**config.mk**
```make
export PLATFORM = sky130hd
export DESIGN_NAME = serial_magnitude_comparator_flat
export DESIGN_NICKNAME = d
export VERILOG_FILES = /design/src/rtl/serial_magnitude_comparator_if.sv /design/src/rtl/serial_magnitude_comparator.sv /design/src/flat_wrapper.sv
export SDC_FILE = /design/constraint.sdc
export NUM_CORES = 1
export LEC_CHECK = 0
export BUFFER_PORTS_ARGS = -buffer_cell sky130_fd_sc_hd__buf_2
export CORE_ASPECT_RATIO = 1.2
export CORE_MARGIN = 4
export CORE_UTILIZATION = 40
export DETAILED_ROUTE_END_ITERATION = 10
export HOLD_SLACK_MARGIN = 0.15
export SLEW_MARGIN = 0
export SYNTH_ARGS = -nofsm -noshare
export SYNTH_HDL_FRONTEND = slang
export SYNTH_SLANG_ARGS = --single-unit
```
**constraint.sdc**
```tcl
create_clock -name clk -period 3.7 [get_ports clk]
set_clock_uncertainty 0.2 [all_clocks]
set_input_delay 0.37 -clock clk [delete_from_list [all_inputs] [get_ports clk]]
set_output_delay 0.37 -clock clk [all_outputs]
set_load 0.1 [all_outputs]
```
**src/rtl/serial_magnitude_comparator_if.sv**
```systemverilog
// Operand/result bundle for the serial magnitude comparator.
// The master side issues requests; the slave side (the comparator) returns results.
interface serial_magnitude_comparator_if #(
  parameter int WIDTH = 16
);
  logic             start;
  logic             signed_mode;
  logic [WIDTH-1:0] x;
  logic [WIDTH-1:0] y;
  logic             busy;
  logic             done;
  logic             greater_than;
  logic             equal;
  logic             less_than;

  modport master (
    output start, signed_mode, x, y,
    input  busy, done, greater_than, equal, less_than
  );

  modport slave (
    input  start, signed_mode, x, y,
    output busy, done, greater_than, equal, less_than
  );
endinterface

```
**src/rtl/serial_magnitude_comparator.sv**
```systemverilog
// Multi-cycle MSB-first magnitude comparator: SLICE bits per clock, unsigned or
// two's-complement, with start/busy/done handshake and optional early termination.
module serial_magnitude_comparator #(
  parameter int WIDTH      = 16,
  parameter int SLICE      = 4,
  parameter bit EARLY_EXIT = 1'b1
) (
  input logic                          clk,
  input logic                          rst,
  serial_magnitude_comparator_if.slave bus
);
  localparam int NSLICE = WIDTH / SLICE;
  localparam int CW     = (NSLICE > 1) ? $clog2(NSLICE) : 1;
  localparam logic [WIDTH-1:0] MSB_MASK = WIDTH'(1) << (WIDTH - 1);
  localparam logic [CW-1:0]    LAST_IDX = CW'(NSLICE - 1);

  if ((SLICE < 1) || (WIDTH < SLICE) || ((WIDTH % SLICE) != 0)) begin : g_bad_params
    $error("serial_magnitude_comparator: WIDTH must be a positive multiple of SLICE");
  end

  typedef enum logic [0:0] {
    IDLE = 1'b0,
    RUN  = 1'b1
  } state_t;

  state_t           state_r;
  logic [CW-1:0]    cnt_r;
  logic [WIDTH-1:0] x_r;
  logic [WIDTH-1:0] y_r;
  logic             gt_r;
  logic             eq_r;
  logic             busy_r;
  logic             done_r;
  logic             gt_out_r;
  logic             eq_out_r;
  logic             lt_out_r;

  logic [31:0]      msb_idx_s;
  logic [SLICE-1:0] slice_x_s;
  logic [SLICE-1:0] slice_y_s;
  logic             gt_nxt_s;
  logic             eq_nxt_s;
  logic             exit_s;

  // Select the current slice and fold it into the running greater/equal state
  always_comb begin
    msb_idx_s = 32'(WIDTH - 1) - (32'(cnt_r) * 32'(SLICE));
    slice_x_s = x_r[msb_idx_s -: SLICE];
    slice_y_s = y_r[msb_idx_s -: SLICE];
    gt_nxt_s  = gt_r;
    eq_nxt_s  = eq_r;
    if (eq_r) begin
      if (slice_x_s > slice_y_s) begin
        gt_nxt_s = 1'b1;
        eq_nxt_s = 1'b0;
      end else if (slice_x_s < slice_y_s) begin
        gt_nxt_s = 1'b0;
        eq_nxt_s = 1'b0;
      end else begin
        gt_nxt_s = gt_r;
        eq_nxt_s = eq_r;
      end
    end else begin
      gt_nxt_s = gt_r;
      eq_nxt_s = eq_r;
    end
    // Early exit only ever triggers on the first unequal slice since eq_r is still 1 there
    if (cnt_r == LAST_IDX) begin
      exit_s = 1'b1;
    end else if (EARLY_EXIT && !eq_nxt_s) begin
      exit_s = 1'b1;
    end else begin
      exit_s = 1'b0;
    end
  end

  // Control FSM, operand latches and registered result outputs
  always_ff @(posedge clk or posedge rst) begin
    if (rst) begin
      state_r  <= IDLE;
      cnt_r    <= {CW{1'b0}};
      x_r      <= {WIDTH{1'b0}};
      y_r      <= {WIDTH{1'b0}};
      gt_r     <= 1'b0;
      eq_r     <= 1'b1;
      busy_r   <= 1'b0;
      done_r   <= 1'b0;
      gt_out_r <= 1'b0;
      eq_out_r <= 1'b1;
      lt_out_r <= 1'b0;
    end else begin
      done_r <= 1'b0;
      case (state_r)
        IDLE: begin
          if (bus.start) begin
            // Flipping the sign bit maps two's-complement order onto unsigned order
            x_r     <= bus.x ^ (bus.signed_mode ? MSB_MASK : {WIDTH{1'b0}});
            y_r     <= bus.y ^ (bus.signed_mode ? MSB_MASK : {WIDTH{1'b0}});
            gt_r    <= 1'b0;
            eq_r    <= 1'b1;
            cnt_r   <= {CW{1'b0}};
            busy_r  <= 1'b1;
            state_r <= RUN;
          end else begin
            state_r <= IDLE;
          end
        end
        RUN: begin
          gt_r <= gt_nxt_s;
          eq_r <= eq_nxt_s;
          if (exit_s) begin
            busy_r   <= 1'b0;
            done_r   <= 1'b1;
            gt_out_r <= gt_nxt_s;
            eq_out_r <= eq_nxt_s;
            lt_out_r <= !gt_nxt_s && !eq_nxt_s;
            state_r  <= IDLE;
          end else begin
            cnt_r   <= cnt_r + CW'(1);
            state_r <= RUN;
          end
        end
        default: begin
          busy_r  <= 1'b0;
          state_r <= IDLE;
        end
      endcase
    end
  end

  assign bus.busy         = busy_r;
  assign bus.done         = done_r;
  assign bus.greater_than = gt_out_r;
  assign bus.equal        = eq_out_r;
  assign bus.less_than    = lt_out_r;
endmodule

```
**src/flat_wrapper.sv**
```systemverilog
// flat-port wrapper written by rule: the top's interface ports become plain ports
module serial_magnitude_comparator_flat 
#(
  parameter int WIDTH      = 16,
  parameter int SLICE      = 4,
  parameter bit EARLY_EXIT = 1'b1
)
  (clk, rst, bus_start, bus_signed_mode, bus_x, bus_y, bus_busy, bus_done, bus_greater_than, bus_equal, bus_less_than);
  serial_magnitude_comparator_if #(.WIDTH(WIDTH)) bus_i ();
  input logic clk;
  input logic rst;
  input wire logic [$bits(bus_i.start)-1:0] bus_start;
  input wire logic [$bits(bus_i.signed_mode)-1:0] bus_signed_mode;
  input wire logic [$bits(bus_i.x)-1:0] bus_x;
  input wire logic [$bits(bus_i.y)-1:0] bus_y;
  output wire logic [$bits(bus_i.busy)-1:0] bus_busy;
  output wire logic [$bits(bus_i.done)-1:0] bus_done;
  output wire logic [$bits(bus_i.greater_than)-1:0] bus_greater_than;
  output wire logic [$bits(bus_i.equal)-1:0] bus_equal;
  output wire logic [$bits(bus_i.less_than)-1:0] bus_less_than;
  assign bus_i.start = bus_start;
  assign bus_i.signed_mode = bus_signed_mode;
  assign bus_i.x = bus_x;
  assign bus_i.y = bus_y;
  assign bus_busy = bus_i.busy;
  assign bus_done = bus_i.done;
  assign bus_greater_than = bus_i.greater_than;
  assign bus_equal = bus_i.equal;
  assign bus_less_than = bus_i.less_than;
  serial_magnitude_comparator #(.WIDTH(WIDTH), .SLICE(SLICE), .EARLY_EXIT(EARLY_EXIT)) u_core (.clk(clk), .rst(rst), .bus(bus_i));
endmodule
```
==> metrics.md, run 1 <==
| Metric | Value |
|---|---|
| Status | finished, final reports clean |
| Die footprint | 6050 um^2 |
| DRC | 0 |
| Final Wtd Congestion | 0.773 |
| Clk sinks | 42 |
| FMAX | 0.342 GHz |
| Crit path largest cell delay | 0.67 ns |
| Slew Limit Fails | 0 |
| Via/cell ratio | 4.68 |
| Comb pwr share | 32.7% |
| Fin. Hold Viols | 0 |
| Vias in the first global route | 1684 |
| Max Cap Viol | 0 |
| Number of port buffers | 40 |
| Overall Power | 1.36 mW |
| Internal power | 0.886 mW |
| Core Box Area | 4660 um^2 |
| Sw Ratio | 34.9% |
| Critical Path AT | 2.90 ns |
| Sequential share of the synthesized area | 54.2% |
| Ys flop type | dfrtp_1 |
| Area of the multi-input gates | 818 um^2 |
| Post-synth EDFFs | 0 |
| Layout area overhead | 33.7% |
| Chip width | 71.6 um |
| TNS Setup | 0 ns |
| Clock share of power | 22.1% |
| Layout cell share with drive strength beyond 1 | 23.3% |
| Kind of critical path | reg -> reg |
| CTS tree | built |
| Fill cells | 424 |
| Hold path depth | 3 |
| Crit path max-delay family | multiplexers |
| Critical path depth | 6 |
| Slew @ Worst Pin | 1.19 ns |
| Commonest non-fill, non-tap cell in the layout | nand2_1 |
| Post-synthesis register bit count | 42 |
| Bufs on Longest Clock Path | 2 |
| Mapped Area | 1940 um^2 |
| Hpwl dp | 2590 um |
| DRT antenna net count | 0 |
| Hold Crit Class | in -> reg |
| # IOs | 41 |
| Reported leakage power | 1.32 nW |
| Yosys Warn Count | 0 |
| Switch Pwr | 0.476 mW |
| Pin count of the biggest net entering global routing | 43 |
| Final Setup Violations | 0 |
| Die Y-Extent | 84.4 um |
| Initial Util | 41.7% |
| Antenna diodes | 0 |
| Highest net fanout along the worst path | 11 |
| Synth async-reset ratio | 100% |
| Sequential Power Share | 45.3% |
| Fin crit period | 2.93 ns |
| Final worst-path cycle share | 79.1% |
| Power Density | 524 nW/um^2 |
| VDD IR max | 221 uV |
| Wire per inst | 12.5 um |
| Via Count | 1535 |
| Global-route wire length before repair | 7120 um |
| RSZ-0062 raised after global routing | false |
| Slowest CP cell | dfrtp_1 |
| Synthesized area per cell | 9.82 um^2 |
| Congestion Overflow GR | 0 |
| Worst path cell trace | mux4_2, ha_1, a211oi_1, a211o_1, o21a_1, mux2_4 |
| Syn Nets | 239 |
| Insertion delay to the later sink of the worst-skew pair | 0.29 ns |
| R2R cell count | 6 |
| Critical path launch point type | flip-flop |
| GR Util All Layers | 14.8% |
| Drt initial violations | 81 |
| Root Driver | clkbuf_8 |
| Clock transition at path regs | 0.07 ns |
| Initial antenna violation count | 0 |
| DRT Pass-1 Iters | 4 |
| WP buf/inv | 0 |
| Required @ worst endpoint | 3.67 ns |
| # rows | 27 |
| CP Capture Type | flip-flop |
| Synth unique cells | 25 |
| Layout net count | 310 |
| H-tree levels | 2 |
| Max-slew headroom | 20.4% |
| Most frequent cells in the layout | nand2_1, buf_2, dfrtp_1, dlygate4sd3_1 |
| Post-cts sizing count | 0 |
| Register area | 1050 um^2 |
| Total wire length | 4100 um |
| Synthesized instance count | 198 |
| Total CTS buffers | 5 |
==> cell families (layout without fill, tap and decap cells) <==
logic type	Yosys count	after routing	share of synthesized area [%]
XOR/XNOR	2	2	0.901
flip-flops	42	42	54.2
adder cells (fa/ha/maj)	5	5	3.22
AND/OR/NAND/NOR	104	104	21.2
multiplexers	12	12	11.8
buffers and inverters	18	90	3.86
AO/OA/AOI/OAI	15	15	4.83
==> stage by stage <==
stage / cells / cell area, um^2 / hold WS (ns) / setup slack, ns / utilization, %
after floorplan: 198 / 1940 / 0.240 / 1.04 / -
after CTS: 328 / 2600 / 0.169 / 0.754 / 55.8
after global placement: 288 / 2190 / 0.257 / 0.811 / 47.0
final: 328 / 2600 / 0.171 / 0.772 / 55.8
after detailed placement: 288 / 2190 / 0.262 / 0.775 / 47.0
after global routing: 328 / 2600 / 0.185 / 0.600 / 55.8
==> cells in the mapped netlist (2+ instances only) <==
library cell  count  share of area [%]
nand2b_1          2               0.64
ha_1              5                3.2
clkbuf_1          4               0.77
dfstp_2           2                2.7
buf_2             6                1.5
nand2_1          94                 18
mux2i_1           2                1.0
xnor2_1           2               0.90
dfrtp_1          40                 51
inv_1             8                1.5
o21ai_0           5                1.3
mux2_4            2                1.5
nor2_1            4               0.77
mux4_2            8                9.3
a21oi_1           4                1.0
==> area by class of cell <==
cell class | count | share of cell area (%)
Sequential cell | 42 | 40.5
Multi-Input combinational cell | 138 | 31.5
Timing Repair Buffer | 74 | 20.6
Clock buffer | 8 | 3.46
Tap cell | 58 | 2.79
Inverter | 8 | 1.15
==> per-layer routing <==
metal | track usage [%] | up-vias | part of all wire [%]
li1 | - | 778 | -
met1 | 16.9 | 716 | 43
met2 | 26.4 | 33 | 52
met3 | 2.87 | 8 | 3.7
met4 | 6.15 | 0 | 2.0
met5 | 0 | - | 0
==> timing repair <==
item,in CTS,in global routing
hold endpoints to repair,71,0
hold buffers,32,0
setup buffers,0,0
endpoints found under the setup margin,0,0
==> sequential cells by signal (all words and copies together) (netlist names) <==
register	flops
u_core.bus.equal	1
u_core.bus.less_than	1
u_core.gt_r	1
u_core.state_r	1
u_core.eq_r	1
u_core.y_r	16
u_core.bus.done	1
u_core.cnt_r	2
u_core.bus.greater_than	1
u_core.bus.busy	1
u_core.x_r	16
==> path summary, 6_finish.rpt <==
path	slack (ns)	from	end
max	0.77	u_core.cnt_r[0]$_DFFE_PP0P_	u_core.bus.less_than$_DFFE_PP0P_
min	0.17	bus_x[15]	u_core.x_r[15]$_DFFE_PP0P_
max reg2reg	0.77	u_core.cnt_r[0]$_DFFE_PP0P_	u_core.bus.less_than$_DFFE_PP0P_
min reg2reg	0.28	u_core.y_r[8]$_DFFE_PP0P_	u_core.y_r[8]$_DFFE_PP0P_
max in group asynchronous	2.39	rst	u_core.eq_r$_DFFE_PP1P_
min in group asynchronous	0.55	rst	u_core.x_r[5]$_DFFE_PP0P_
==> power by group through the flow <==
stage | sequential (mW) | combinational (mW) | clock [mW]
global placement | 0.626 | 0.416 | 0
global route | 0.629 | 0.491 | 0.325
floorplan | 0.712 | 0.244 | 0
detailed placement | 0.625 | 0.424 | 0
CTS | 0.617 | 0.450 | 0.310
finish | 0.617 | 0.445 | 0.300
==> worst register-to-register path, cell delays in order (launching register included) <==
cell      delay, ns
dfrtp_1        0.67
mux4_2         0.57
ha_1           0.34
a211oi_1       0.25
a211o_1        0.24
o21a_1         0.23
mux2_4         0.31
Note: power is estimated with default switching activity, not from simulation.
==> run 2: changes to the inputs <==
Settings changed: ABC_AREA from default to 1.
Clock period 3.7 ns to 3 ns, I/O delays scaled along.
==> run 2 against run 1 <==
  * Utilization is 0.32 points lower
  * Non-clock buffer count is 4 higher
  * Synthesized cell count fell by 6.6%
  * Final cell count down 0.91%
  * Via count rose by 1.6%
  * Power increased by 85%
  * Combinational power grew to 2.6 times the previous value
  * Sequential power increased by 64%
  * First-iteration DRC count fell by 37%
  * Routed wire length rose by 2.0%
  * Global-route usage decreased by 0.26 points
  * Clock power grew 22%
==> metrics.md, run 2 <==
| Metric | Value |
|---|---|
| Fin crit period | 2.45 ns |
| Synthesized area per cell | 11.1 um^2 |
| Pin count of the biggest net entering global routing | 43 |
| Fill cells | 412 |
| Hold Path End | u_core.bus.busy$_DFFE_PP0P_ |
| Wire per inst | 12.9 um |
| R2R cell count | 12 |
| Min Hold Slack | 0.283 ns |
| Antenna diodes | 0 |
| Die footprint | 6330 um^2 |
| Status | finished, final reports clean |
| Via Count | 1560 |
| Hold Crit Class | reg -> reg |
| Drt initial violations | 51 |
| Synthesized instance count | 185 |
| H-tree levels | 2 |
| Largest regs | u_core.x_r x16, u_core.y_r x16, u_core.cnt_r x2 |
| Slew Limit Fails | 0 |
| Vias in the first global route | 1566 |
| Clk sinks | 42 |
| Area contributors post-synth | dfrtp_1, mux2_4, nand2_1 |
| Grt met1 use | 18.5% |
| HP Start | u_core.bus.busy$_DFFE_PP0P_ |
| Final worst-path cycle share | 81.6% |
| Ys flop type | dfrtp_1 |
| Critical path launch point type | flip-flop |
| # IOs | 41 |
| Final Setup Violations | 0 |
| Yosys Warn Count | 0 |
| DRT Pass-1 Iters | 5 |
| GR Util All Layers | 14.5% |
| GR Layer Usage met3 | 3.25% |
| DRT antenna net count | 0 |
| Kind of critical path | reg -> reg |
| Layout net count | 305 |
| Max Cap Viol | 0 |
| Total wire length | 4190 um |
| CTS tree | built |
| Congestion Overflow GR | 0 |
| Highest net fanout along the worst path | 10 |
| Global-route wire length before repair | 7090 um |
| Syn Nets | 226 |
| Reg2reg setup slack | 0.55 ns |
| Die Y-Extent | 86.3 um |
| Hpwl dp | 2820 um |
| Layout area overhead | 33.9% |
| RSZ-0062 raised after global routing | false |
| Final Wtd Congestion | 0.861 |
| Synth top area share | 48.9% |
| Post-synth EDFFs | 0 |
| Synth cell count leaders | dfrtp_1, nand2_1, mux2_4, o21ai_0, nor2_1 |
| Most frequent cells in the layout | buf_2, dfrtp_1, dlygate4sd3_1, nand2_1, mux2_4 |
| CP Capture Type | flip-flop |
| Critical Path AT | 2.43 ns |
| Number of port buffers | 40 |
| Total CTS buffers | 5 |
| Bufs on Longest Clock Path | 2 |
| Area of the multi-input gates | 887 um^2 |
| GR peak layer | met2 |
| Clock transition at path regs | 0.08 ns |
| Initial antenna violation count | 0 |
| Largest area contributor in the netlist | dfrtp_1 |
| Root Driver | clkbuf_8 |
| FMAX | 0.409 GHz |
| Post-CTS setup buffer count | 0 |
| Hold path depth | 2 |
| Met2 GRT Util | 23.4% |
| Synth async-reset ratio | 100% |
| Insertion delay to the later sink of the worst-skew pair | 0.29 ns |
| Initial Util | 41.4% |
| VDD IR max | 392 uV |
| Sequential share of the synthesized area | 51.5% |
| Reported leakage power | 1.37 nW |
| Chip width | 73.3 um |
| Register area | 1050 um^2 |
| Most frequent cell after synthesis | dfrtp_1 |
| # rows | 28 |
| Layout cell share with drive strength beyond 1 | 32.1% |
| Max-slew headroom | 62.6% |
| DRC | 0 |
| Synth unique cells | 22 |
| Fin. Hold Viols | 0 |
| Core Box Area | 4940 um^2 |
| Slew @ Worst Pin | 0.561 ns |
| RR Startpoint | u_core.cnt_r[1]$_DFFE_PP0P_ |
| Via/cell ratio | 4.80 |
| TNS Setup | 0 ns |
| Reg-to-reg critical path endpoint | u_core.cnt_r[1]$_DFFE_PP0P_ |
| Post-synthesis register bit count | 42 |
| Mapped Area | 2050 um^2 |
| Required @ worst endpoint | 2.98 ns |
| Power Density | 919 nW/um^2 |
[run 2: cell count changes after synthesis, moves of 7 or more]
| cell | before | now |
|---|---|---|
| mux2_2 | 0 | 7 |
| mux2_4 | 2 | 21 |
| mux4_2 | 8 | 0 |
| nand2_1 | 94 | 32 |
| nor2_1 | 4 | 16 |
| o21ai_0 | 5 | 20 |
[run 2: per-stage QoR]
step	util, %	power, mW	cell area [um^2]	setup slack, ns	cells
floorplan	-	1.91	2050	0.830	185
global placement	46.3	2.11	2290	0.677	281
detailed placement	46.3	2.12	2290	0.594	281
CTS	55.4	2.55	2740	0.565	325
global route	55.4	2.71	2740	0.379	325
finish	55.4	2.52	2740	0.553	325
[run 2: critical path, cell delays in order, from the launching register on]
cell	delay, ns
dfrtp_1	0.49
clkinv_1	0.27
a32o_1	0.33
ha_1	0.29
nand2_1	0.08
inv_1	0.05
nand2_1	0.04
nand2_1	0.11
nand4_2	0.11
nand2_2	0.18
nand2_4	0.07
nand2_1	0.06
nand2_1	0.04
[run 2: per-layer routing]
metal	routed length (um)	up-vias
li1	-	785
met1	1920	730
met2	2000	39
met3	178	6
met4	83	0
met5	0	-
[run 2: worst max path at each step]
stage                                      from                     endpoint  slack [ns]  cells after the start
floorplan           u_core.cnt_r[0]$_DFFE_PP0P_  u_core.cnt_r[1]$_DFFE_PP0P_        0.83                     12
global placement    u_core.cnt_r[1]$_DFFE_PP0P_  u_core.cnt_r[1]$_DFFE_PP0P_        0.68                     12
detailed placement  u_core.cnt_r[1]$_DFFE_PP0P_  u_core.cnt_r[1]$_DFFE_PP0P_        0.59                     10
CTS                 u_core.cnt_r[1]$_DFFE_PP0P_  u_core.cnt_r[1]$_DFFE_PP0P_        0.56                     12
global route        u_core.cnt_r[1]$_DFFE_PP0P_  u_core.cnt_r[1]$_DFFE_PP0P_        0.38                     12
finish              u_core.cnt_r[1]$_DFFE_PP0P_  u_core.cnt_r[1]$_DFFE_PP0P_        0.55                     12
[run 2: cell families after synthesis]
logic type,Yosys count,synth area share (%)
AND/OR/NAND/NOR,54,11.4
flip-flops,42,51.5
AO/OA/AOI/OAI,33,8.81
multiplexers,28,19.3
buffers and inverters,21,5.14
adder cells (fa/ha/maj),5,3.06
XOR/XNOR,2,0.856
[run 2: layout make-up]
cell class,count,area share [%]
clock buffers,7,3.15
clock inverters,1,0.183
inverters,15,2.06
multi-input cells,122,32.4
flip-flops and latches,42,38.5
well taps,60,2.74
repair buffers,78,21.0
[run 2: timing repair]
item                                    4_1_cts  5_1_grt
hold endpoints to repair                     74        0
hold buffers                                 36        0
gates resized for setup                       0        0
endpoints found under the setup margin        0        0
[run 2: where the power goes]
part	internal [mW]	leakage, nW	switching [mW]
sequential	0.842	0.496	0.164
clock	0.186	0.0482	0.182
combinational	0.506	0.822	0.638
total	1.53	1.37	0.985
==> run 3: changes to the inputs <==
Clock period 3 ns to 2.5 ns, I/O delays scaled along.
==> run 3 against run 2 <==
  * Die area unchanged
  * Count of clock-buffer cells in the layout unchanged
  * Routed wire length up 1.6%
  * Clock power up 20%
  * Sequential power up 20%
  * Final cell count up 1.5%
  * Highest routed layer unchanged
  * Utilization up 0.84 points
  * Power up 21%
  * Non-clock buffer count up 5
  * Maximum frequency up 3.9%
  * Flip-flop and latch count unchanged
==> metrics.md, run 3 (synthesized netlist as in run 2, its figures left out) <==
| Metric | Value |
|---|---|
| Clock transition at path regs | 0.07 ns |
| Placed cell count | 283 |
| DRC | 0 |
| Hpwl dp | 2860 um |
| Max-slew headroom | 61.7% |
| Bufs on Longest Clock Path | 2 |
| Fin crit period | 2.36 ns |
| Final worst-path cycle share | 94.2% |
| Root Driver | clkbuf_8 |
| Wire per inst | 12.9 um |
| Fill cells | 427 |
| DRT Pass-1 Iters | 4 |
| GR Layer Usage met3 | 3.48% |
| Number of port buffers | 40 |
| Slew @ Worst Pin | 0.574 ns |
| Kind of critical path | reg -> reg |
| Critical path launch point type | flip-flop |
| Final Setup Violations | 0 |
| Layout area overhead | 35.9% |
| # IOs | 41 |
| Total CTS buffers | 5 |
| Total wire length | 4250 um |
| Global-route wire length before repair | 7280 um |
| Slew Limit Fails | 0 |
| # rows | 28 |
| Drt initial violations | 71 |
| Critical Path AT | 2.34 ns |
| FMAX | 0.425 GHz |
| Most frequent cells in the layout | buf_2, dfrtp_1, dlygate4sd3_1, nand2_1, mux2_4 |
| RR Startpoint | u_core.cnt_r[0]$_DFFE_PP0P_ |
| Reported leakage power | 1.39 nW |
| Chip width | 73.3 um |
| Core Box Area | 4940 um^2 |
| Hold path depth | 2 |
| Congestion Overflow GR | 0 |
| Insertion delay to the later sink of the worst-skew pair | 0.29 ns |
| Final Wtd Congestion | 0.837 |
| GR Util All Layers | 15.0% |
| Non-filler cells, final | 330 |
| Largest regs | u_core.x_r x16, u_core.y_r x16, u_core.cnt_r x2 |
| Via Count | 1537 |
| R2R cell count | 14 |
| Hold Path End | u_core.bus.busy$_DFFE_PP0P_ |
| Layout cell share with drive strength beyond 1 | 33.7% |
| Status | finished, final reports clean |
| DRT antenna net count | 0 |
| Reg2reg setup slack | 0.14 ns |
| Met2 GRT Util | 24.2% |
| Via/cell ratio | 4.66 |
| CTS tree | built |
| Required @ worst endpoint | 2.48 ns |
| CP Capture Type | flip-flop |
| Die Y-Extent | 86.3 um |
| Worst Slack Setup Final | 0.144 ns |
| Die footprint | 6330 um^2 |
| Reg-to-reg critical path endpoint | u_core.cnt_r[0]$_DFFE_PP0P_ |
| Initial antenna violation count | 0 |
| Highest net fanout along the worst path | 10 |
| Pin count of the biggest net entering global routing | 43 |
| Fin. Hold Viols | 0 |
| Antenna diodes | 0 |
| GR peak layer | met2 |
| Grt met1 use | 19.1% |
| VDD IR max | 424 uV |
| Power Density | 1090 nW/um^2 |
| Hold Crit Class | reg -> reg |
| Min Hold Slack | 0.271 ns |
| Layout net count | 310 |
| Pre-CTS setup slack | 0.122 ns |
| HP Start | u_core.bus.busy$_DFFE_PP0P_ |
| Initial Util | 41.4% |
| Overall Power | 3.04 mW |
| Max Cap Viol | 0 |
| H-tree levels | 2 |
| Vias in the first global route | 1589 |
| Clk sinks | 42 |
## run 3: cell types whose count changed in the layout (fill, tap and decap cells not counted), sizes merged
cell | previous run | this run
clkinvlp | 0 | 1
inv | 14 | 13
buf | 42 | 47
## run 3: metrics by stage
stage,util (%),area (um^2),TNS (ns)
floorplan,-,2050,0
global placement,46.6,2300,0
detailed placement,46.6,2300,0
CTS,55.7,2750,0
global route,56.3,2780,-0.0211
finish,56.3,2780,0
## run 3: worst max path at each step
| stage | slack [ns] | from | to | cells past startpoint |
|---|---|---|---|---|
| 2_1_floorplan | 0.33 | u_core.cnt_r[0]$_DFFE_PP0P_ | u_core.cnt_r[1]$_DFFE_PP0P_ | 12 |
| 3_3_place_gp | 0.20 | u_core.cnt_r[0]$_DFFE_PP0P_ | u_core.cnt_r[0]$_DFFE_PP0P_ | 13 |
| 3_5_place_dp | 0.12 | u_core.cnt_r[0]$_DFFE_PP0P_ | u_core.cnt_r[0]$_DFFE_PP0P_ | 11 |
| 4_1_cts | 0.10 | u_core.cnt_r[0]$_DFFE_PP0P_ | u_core.cnt_r[1]$_DFFE_PP0P_ | 11 |
| 5_1_grt | -0.02 | u_core.cnt_r[0]$_DFFE_PP0P_ | u_core.cnt_r[0]$_DFFE_PP0P_ | 12 |
| 6_report | 0.14 | u_core.cnt_r[0]$_DFFE_PP0P_ | u_core.cnt_r[0]$_DFFE_PP0P_ | 14 |
## run 3: layer usage
layer  vias up  part of all wire, %
li1        786                    -
met1       708                   46
met2        33                   47
met3        10                  4.4
met4         0                  2.5
met5         -                    0
## run 3: timing repair
item                                    in CTS  in global routing
buffers inserted                             0                  3
hold buffers                                36                  0
hold endpoints to repair                    74                  0
endpoints found under the setup margin       0                  9
gates resized for setup                      0                  1
## run 3: layout make-up
type / count / area [um^2] / share of cell area [%]
repair buffers: 83 / 613 / 22.1
clock buffers: 7 / 86.3 / 3.11
flip-flops and latches: 42 / 1050 / 37.9
inverters: 15 / 60.1 / 2.16
well taps: 60 / 75.1 / 2.70
multi-input cells: 122 / 887 / 31.9
clock inverters: 1 / 5.00 / 0.180
## run 3: power breakdown
part / switching, mW / internal (mW) / total [mW]
Sequential: 0.198 / 1.01 / 1.21
Clock: 0.217 / 0.223 / 0.439
Combinational: 0.766 / 0.627 / 1.39
## run 3: worst max-delay path, cell delays in order (launching register included)
cell        delay [ns]
dfrtp_1           0.41
clkinvlp_4        0.21
buf_4             0.20
o21ai_0           0.14
o22ai_1           0.09
ha_1              0.31
nand2_1           0.06
nand2_1           0.05
nand2_1           0.04
nand2_1           0.10
nand4_2           0.10
nand2_2           0.18
nand2_4           0.07
nand2_1           0.06
nand2_1           0.04
